==> src/rtl/conv_pkg.sv <==
// conv_pkg: shared state encoding and constants for the 3x3 convolution sequencer
package conv_pkg;
    typedef enum logic [2:0] {
        IDLE,
        FEED,
        DRAIN,
        READ_ADDR,
        READ_WAIT,
        READ_VALID,
        DONE
    } state_t;
    localparam logic [4:0] MUX_ZERO_SEL = 5'd25;
    localparam logic [4:0] FILTER_BASE  = 5'd16;
    localparam logic [3:0] N_TAPS       = 4'd9;
    localparam logic [2:0] N_RESULTS    = 3'd4;
endpackage

==> src/rtl/conv3_tap_addr.sv <==
// conv3_tap_addr: maps tap t (0..8) to the four operand-mux selects
//   tap            : tap index, (r,c) = (t/3, t%3)
//   input_side     : 4r+c
//   input_ceiling  : 4r+c+1
//   filter_side    : 16+t
//   filter_ceiling : 16+t
module conv3_tap_addr
    import conv_pkg::*;
(
    input  logic [3:0] tap,
    output logic [4:0] input_side,
    output logic [4:0] input_ceiling,
    output logic [4:0] filter_side,
    output logic [4:0] filter_ceiling
);
    logic [4:0] row;
    // 4r+c = (3r+c)+r = t+r, so only the row is needed
    assign row            = (tap >= 4'd6) ? 5'd2 : (tap >= 4'd3) ? 5'd1 : 5'd0;
    assign input_side     = {1'b0, tap} + row;
    assign input_ceiling  = input_side + 5'd1;
    assign filter_side    = FILTER_BASE + {1'b0, tap};
    assign filter_ceiling = filter_side;
endmodule

==> src/rtl/conv3x3_sequencer.sv <==
// conv3x3_sequencer: sequences one 3x3 convolution pass and streams back the four results
//   clk, rst (async, active-low), start
//   input_side/input_ceiling/filter_side/filter_ceiling_array_addr_out_3by3 : operand mux selects
//   sys_3by3_en : systolic array enable
//   buffer_read_addr_out_3by3 / convolution_3by3_in : result buffer read port
//   result_data, out_valid, out_ready, result_idx : result stream
//   busy, done, start_err
//   Optional: define CONV3_SEQ_START_ERR_EN to flag start while busy (sticky start_err).
module conv3x3_sequencer
    import conv_pkg::*;
#(
    parameter int DRAIN_CYCLES = 4
) (
    input  logic       clk,
    input  logic       rst,
    input  logic       start,
    output logic [4:0] input_side_array_addr_out_3by3,
    output logic [4:0] input_ceiling_array_addr_out_3by3,
    output logic [4:0] filter_side_array_addr_out_3by3,
    output logic [4:0] filter_ceiling_array_addr_out_3by3,
    output logic       sys_3by3_en,
    output logic [1:0] buffer_read_addr_out_3by3,
    input  logic [7:0] convolution_3by3_in,
    output logic [7:0] result_data,
    output logic       out_valid,
    input  logic       out_ready,
    output logic [1:0] result_idx,
    output logic       busy,
    output logic       done,
    output logic       start_err
);
    state_t     state, state_nx;
    logic [3:0] tap, tap_nx, cnt, cnt_nx;
    logic [1:0] idx, idx_nx;
    logic [4:0] map_is, map_ic, map_fs, map_fc;
    logic [4:0] is_d, ic_d, fs_d, fc_d;
    logic [1:0] addr_d;
    logic       feed_d, read_d, en_d;

    conv3_tap_addr u_tap (
        .tap            (tap_nx),
        .input_side     (map_is),
        .input_ceiling  (map_ic),
        .filter_side    (map_fs),
        .filter_ceiling (map_fc)
    );

    always_ff @(posedge clk or negedge rst) begin
        if (!rst) begin
            state                              <= IDLE;
            tap                                <= '0;
            cnt                                <= '0;
            idx                                <= '0;
            input_side_array_addr_out_3by3     <= MUX_ZERO_SEL;
            input_ceiling_array_addr_out_3by3  <= MUX_ZERO_SEL;
            filter_side_array_addr_out_3by3    <= MUX_ZERO_SEL;
            filter_ceiling_array_addr_out_3by3 <= MUX_ZERO_SEL;
            sys_3by3_en                        <= 1'b0;
            buffer_read_addr_out_3by3          <= '0;
            result_idx                         <= '0;
            result_data                        <= '0;
            out_valid                          <= 1'b0;
            busy                               <= 1'b0;
            done                               <= 1'b0;
        end else begin
            state                              <= state_nx;
            tap                                <= tap_nx;
            cnt                                <= cnt_nx;
            idx                                <= idx_nx;
            input_side_array_addr_out_3by3     <= is_d;
            input_ceiling_array_addr_out_3by3  <= ic_d;
            filter_side_array_addr_out_3by3    <= fs_d;
            filter_ceiling_array_addr_out_3by3 <= fc_d;
            sys_3by3_en                        <= en_d;
            buffer_read_addr_out_3by3          <= addr_d;
            result_idx                         <= addr_d;
            out_valid                          <= state_nx == READ_VALID;
            busy                               <= state_nx != IDLE;
            done                               <= state_nx == DONE;
            // buffer output is valid during READ_WAIT, latch it at the end of that cycle
            if (state == READ_WAIT)
                result_data <= convolution_3by3_in;
        end
    end

    always_comb begin
        state_nx = state;
        tap_nx   = tap;
        cnt_nx   = cnt;
        idx_nx   = idx;
        case (state)
            IDLE: if (start) begin
                state_nx = FEED;
                tap_nx   = '0;
            end
            FEED: begin
                tap_nx = tap + 4'd1;
                if (tap == N_TAPS - 4'd1) begin
                    state_nx = DRAIN;
                    cnt_nx   = '0;
                end
            end
            DRAIN: begin
                cnt_nx = cnt + 4'd1;
                if (cnt == 4'(DRAIN_CYCLES - 1)) begin
                    state_nx = READ_ADDR;
                    idx_nx   = '0;
                end
            end
            READ_ADDR: state_nx = READ_WAIT;
            READ_WAIT: state_nx = READ_VALID;
            READ_VALID: if (out_ready) begin
                state_nx = (idx == 2'(N_RESULTS - 3'd1)) ? DONE : READ_ADDR;
                idx_nx   = idx + 2'd1;
            end
            DONE: state_nx = IDLE;
            default: state_nx = IDLE;
        endcase
    end

    // outputs are decoded from the next state so the registers line up with the state they describe
    always_comb begin
        feed_d = state_nx == FEED;
        read_d = state_nx inside {READ_ADDR, READ_WAIT, READ_VALID};
        en_d   = feed_d || state_nx == DRAIN;
        is_d   = feed_d ? map_is : MUX_ZERO_SEL;
        ic_d   = feed_d ? map_ic : MUX_ZERO_SEL;
        fs_d   = feed_d ? map_fs : MUX_ZERO_SEL;
        fc_d   = feed_d ? map_fc : MUX_ZERO_SEL;
        addr_d = read_d ? idx_nx : 2'd0;
    end

`ifdef CONV3_SEQ_START_ERR_EN
    always_ff @(posedge clk or negedge rst) begin
        if (!rst)
            start_err <= 1'b0;
        else if (start && busy)
            start_err <= 1'b1;
    end
`else
    assign start_err = 1'b0;
`endif
endmodule

==> config.mk <==
export PLATFORM = sky130hd
export DESIGN_NAME = conv3x3_sequencer
export DESIGN_NICKNAME = d
export VERILOG_FILES = /design/src/rtl/conv_pkg.sv /design/src/rtl/conv3_tap_addr.sv /design/src/rtl/conv3x3_sequencer.sv
export SDC_FILE = /design/constraint.sdc
export NUM_CORES = 1
export LEC_CHECK = 0
export CELL_PAD_IN_SITES_DETAIL_PLACEMENT = 0
export CELL_PAD_IN_SITES_GLOBAL_PLACEMENT = 1
export CORE_ASPECT_RATIO = 1.25
export CORE_MARGIN = 10
export CORE_UTILIZATION = 35
export DETAILED_ROUTE_END_ITERATION = 10
export PLACE_DENSITY_LB_ADDON = 0.15
export REMOVE_ABC_BUFFERS = 1
export SLEW_MARGIN = 30
export SYNTH_ARGS = -nofsm -noshare
export SYNTH_HDL_FRONTEND = slang
export SYNTH_HIERARCHICAL = 1
export SYNTH_SLANG_ARGS = --single-unit
export TNS_END_PERCENT = 20
==> constraint.sdc <==
create_clock -name clk -period 3.5 [get_ports clk]
set_input_delay 0.7 -clock clk [delete_from_list [all_inputs] [get_ports clk]]
set_output_delay 0.7 -clock clk [all_outputs]
set_load 0.02 [all_outputs]
==> impl_metrics.py <==
metrics = {
    "outcome": {
        "status": "completed",
    },
    "sta": {
        "finalCritPeriodShare": 0.883,
        "fin_skew_ns": 0.00585,
        "fmax_mhz": 323,
        "hold_slack_ns": 0.396,
        "max_slew_margin": 0.607,
        "finalSetupViolations": 0,
        "fin_setup_tns_ns": 0,
        "max_slew.worst_pin.slew_ns": 0.584,
        "final_hold_viol_count": 0,
        "period_needed_ns": 3.09,
        "slew_viol_final": 0,
        "grt_setup_unrepaired": "no",
    },
    "global_routing": {
        "antenna_found_initial": 0,
        "grtUsageTotal": 0.103,
        "grt_pass1_vias": 1617,
        "grt_pass1_wl_um": 8250,
        "grt_max_degree": 48,
        "overflow": 0,
    },
    "route": {
        "dr.first_iter.drc_count": 43,
        "routedWlPerCell_um": 15.1,
        "drc": 0,
        "vias": 1511,
        "wl_um": 4870,
        "viasPerCell": 4.68,
        "first_pass_iters": 4,
        "antenna_left": 0,
    },
    "floorplanning": {
        "die_w_um": 91.7,
        "start_util": 0.363,
        "rows": 32,
        "die_y_um": 110,
        "ioPinCount": 49,
        "die_area_mm2": 0.0101,
        "coreArea_mm2": 0.00621,
    },
    "layout": {
        "final_nets": 257,
        "diodes": 0,
        "final_cell_mix": "clkdlybuf4s50_1 (46), dfrtp_1 (35), nand2b_1 (16), dfstp_2 (12), buf_4 (12)",
        "multiInputGateArea_um2": 886,
        "areaGrowthSynthToFinish_pct": 28.0,
        "fill_cells": 587,
        "seqCellArea_mm2": 0.00119,
        "mostFrequentLayoutCell": "clkdlybuf4s50_1",
        "drive_gt1_frac": 0.231,
    },
    "setup_path": {
        "worstReg2RegStart": "state[2]$_DFF_PN0_",
        "start_kind": "input port",
        "r2r_setup_slack_ns": 0.49,
        "cp.arrival_ns": 3.29,
        "r2r_end": "input_ceiling_array_addr_out_3by3[2]$_DFF_PN0_",
        "cp_max_fo": 4,
        "critPathCaptureType": "flop",
        "timing_worst_setup_path_type": "in2reg",
        "r2r_cells": 11,
        "critPathRequiredTime_ns": 3.69,
    },
    "yosys": {
        "synth_area_leaders": "dfrtp_1 (39%), dfstp_2 (14%), mux2_2 (5.5%)",
        "avgSynthCellArea_um2": 11.8,
        "seq_area_frac_synth": 0.529,
        "synth.distinct_cells": 48,
        "syn_inst": 190,
        "synth_area_mm2": 0.00225,
        "synth_flop_cell": "dfrtp_1",
        "synth_top_cell_by_area": "dfrtp_1",
        "ys_ff_latch": 47,
        "yosysWarningCount": 6,
        "synth_edf_count": 0,
        "synth_top_area_share": 0.389,
        "synthArstFlopShare": 1.00,
    },
    "clock_tree": {
        "cts_inserted_buffers": 5,
        "cts_setup_buffers": 0,
        "cts-htree-levels": 2,
        "cts_tree": "done",
        "clock_sinks": 47,
        "hold_buffers": 0,
        "cts-root-buf": "clkbuf_8",
        "worstSkewPairLatency_ns": 0.30,
        "clk_pin_slew_ns": 0.09,
        "ctsResizeCount": 0,
        "cts_buffer_depth": 2,
    },
    "pwr": {
        "powerDensity_mw_per_mm2": 1120,
        "p_leak_nw": 1.28,
        "ir_drop_v": 0.000684,
    },
    "min_path": {
        "hp-class": "in2async",
    },
    "placement": {
        "gp_congestion": 0.747,
        "dpl.hpwl_um": 3570,
        "numPortBuffers": 47,
    },
    "run": {
        "maxCapViolCount": 0,
    },
}
cells by family after synthesis:
group                      count (synthesis)  share of synthesized area
and+or+nand+nor                           60                      0.166
AOI/OAI and AO/OA                         29                      0.101
DFF                                       47                      0.529
adders and majority gates                  8                     0.0478
other                                      2                    0.00334
muxes                                     11                     0.0551
xor gates and xnor gates                   4                     0.0189
buffers and inverters                     29                     0.0784
worst max-delay path by stage:
stage | startpoint | end | slack, ns | cells after the start
after floorplan | start | input_ceiling_array_addr_out_3by3[4]$_DFF_PN1_ | 0.48 | 10
after global placement | start | input_ceiling_array_addr_out_3by3[2]$_DFF_PN0_ | 0.15 | 11
after detailed placement | start | input_ceiling_array_addr_out_3by3[2]$_DFF_PN0_ | 0.11 | 11
after CTS | start | input_ceiling_array_addr_out_3by3[2]$_DFF_PN0_ | 0.43 | 11
after global routing | start | input_ceiling_array_addr_out_3by3[2]$_DFF_PN0_ | 0.24 | 12
final | start | input_ceiling_array_addr_out_3by3[2]$_DFF_PN0_ | 0.41 | 11
flip-flops by register name (all words and copies together) (netlist names), 2 cells and up:
register and count:
cnt 4, filter_ceiling_array_addr_out_3by3 5, filter_side_array_addr_out_3by3 5, idx 2, input_ceiling_array_addr_out_3by3 5, input_side_array_addr_out_3by3 5
result_data 8, result_idx 2, state 3, tap 4
cells in the mapped netlist, types with 2 or more instances:
| cell type | n |
|---|---|
| dfstp_2 | 12 |
| a22o_1 | 5 |
| buf_4 | 15 |
| mux2_2 | 11 |
| nor3_1 | 4 |
| nor4_1 | 2 |
| and2_1 | 8 |
| nor3b_1 | 2 |
| o21ai_0 | 5 |
| dfrtp_1 | 35 |
| nand3_1 | 3 |
| nor2_1 | 6 |
| a21oi_1 | 4 |
| nand2_1 | 7 |
| o31ai_1 | 3 |
| nand2b_1 | 16 |
| conb_1 | 2 |
| inv_1 | 10 |
| buf_2 | 3 |
| xnor2_1 | 2 |
| a2bb2oi_1 | 2 |
| ha_1 | 7 |
per-layer routing:
metal,global-route usage,vias up,part of all wire
li1,-,725,-
met1,0.111,749,0.39
met2,0.185,30,0.54
met3,0.0362,7,0.057
met4,0.0364,0,0.014
met5,0,-,0
metrics by stage:
step	power [mW]	instances	worst slack, ns	util	instance area (um^2)
2_1_floorplan	2.09	172	0.483	-	2110
3_3_place_gp	2.82	315	0.147	0.446	2770
3_5_place_dp	2.87	315	0.112	0.447	2770
4_1_cts	3.30	323	0.428	0.464	2880
5_1_grt	3.53	323	0.237	0.464	2880
6_report	3.24	323	0.408	0.464	2880
where the power goes:
group	total, mW	switching (mW)	internal, mW
clock	0.397	0.184	0.214
sequential	0.940	0.107	0.833
combinational	1.90	0.974	0.927
total	3.24	1.26	1.97
critical path, stage by stage:
cell             delay [ns]
clkdlybuf4s50_1        0.48
o21ai_0                0.08
buf_4                  0.17
a22o_2                 0.27
mux2_2                 0.26
nor2_1                 0.10
ha_1                   0.23
fa_1                   0.46
ha_1                   0.24
xor2_1                 0.16
and2_1                 0.14
final cells by class:
class / count / share of cell area
sequential: 47 / 0.414
multi-input combinational: 115 / 0.308
inverter: 10 / 0.0130
clock buffer: 6 / 0.0252
tap: 85 / 0.0369
clock inverter: 2 / 0.0126
timing repair buffer: 58 / 0.191
Note: power is estimated with default switching activity, not from simulation.
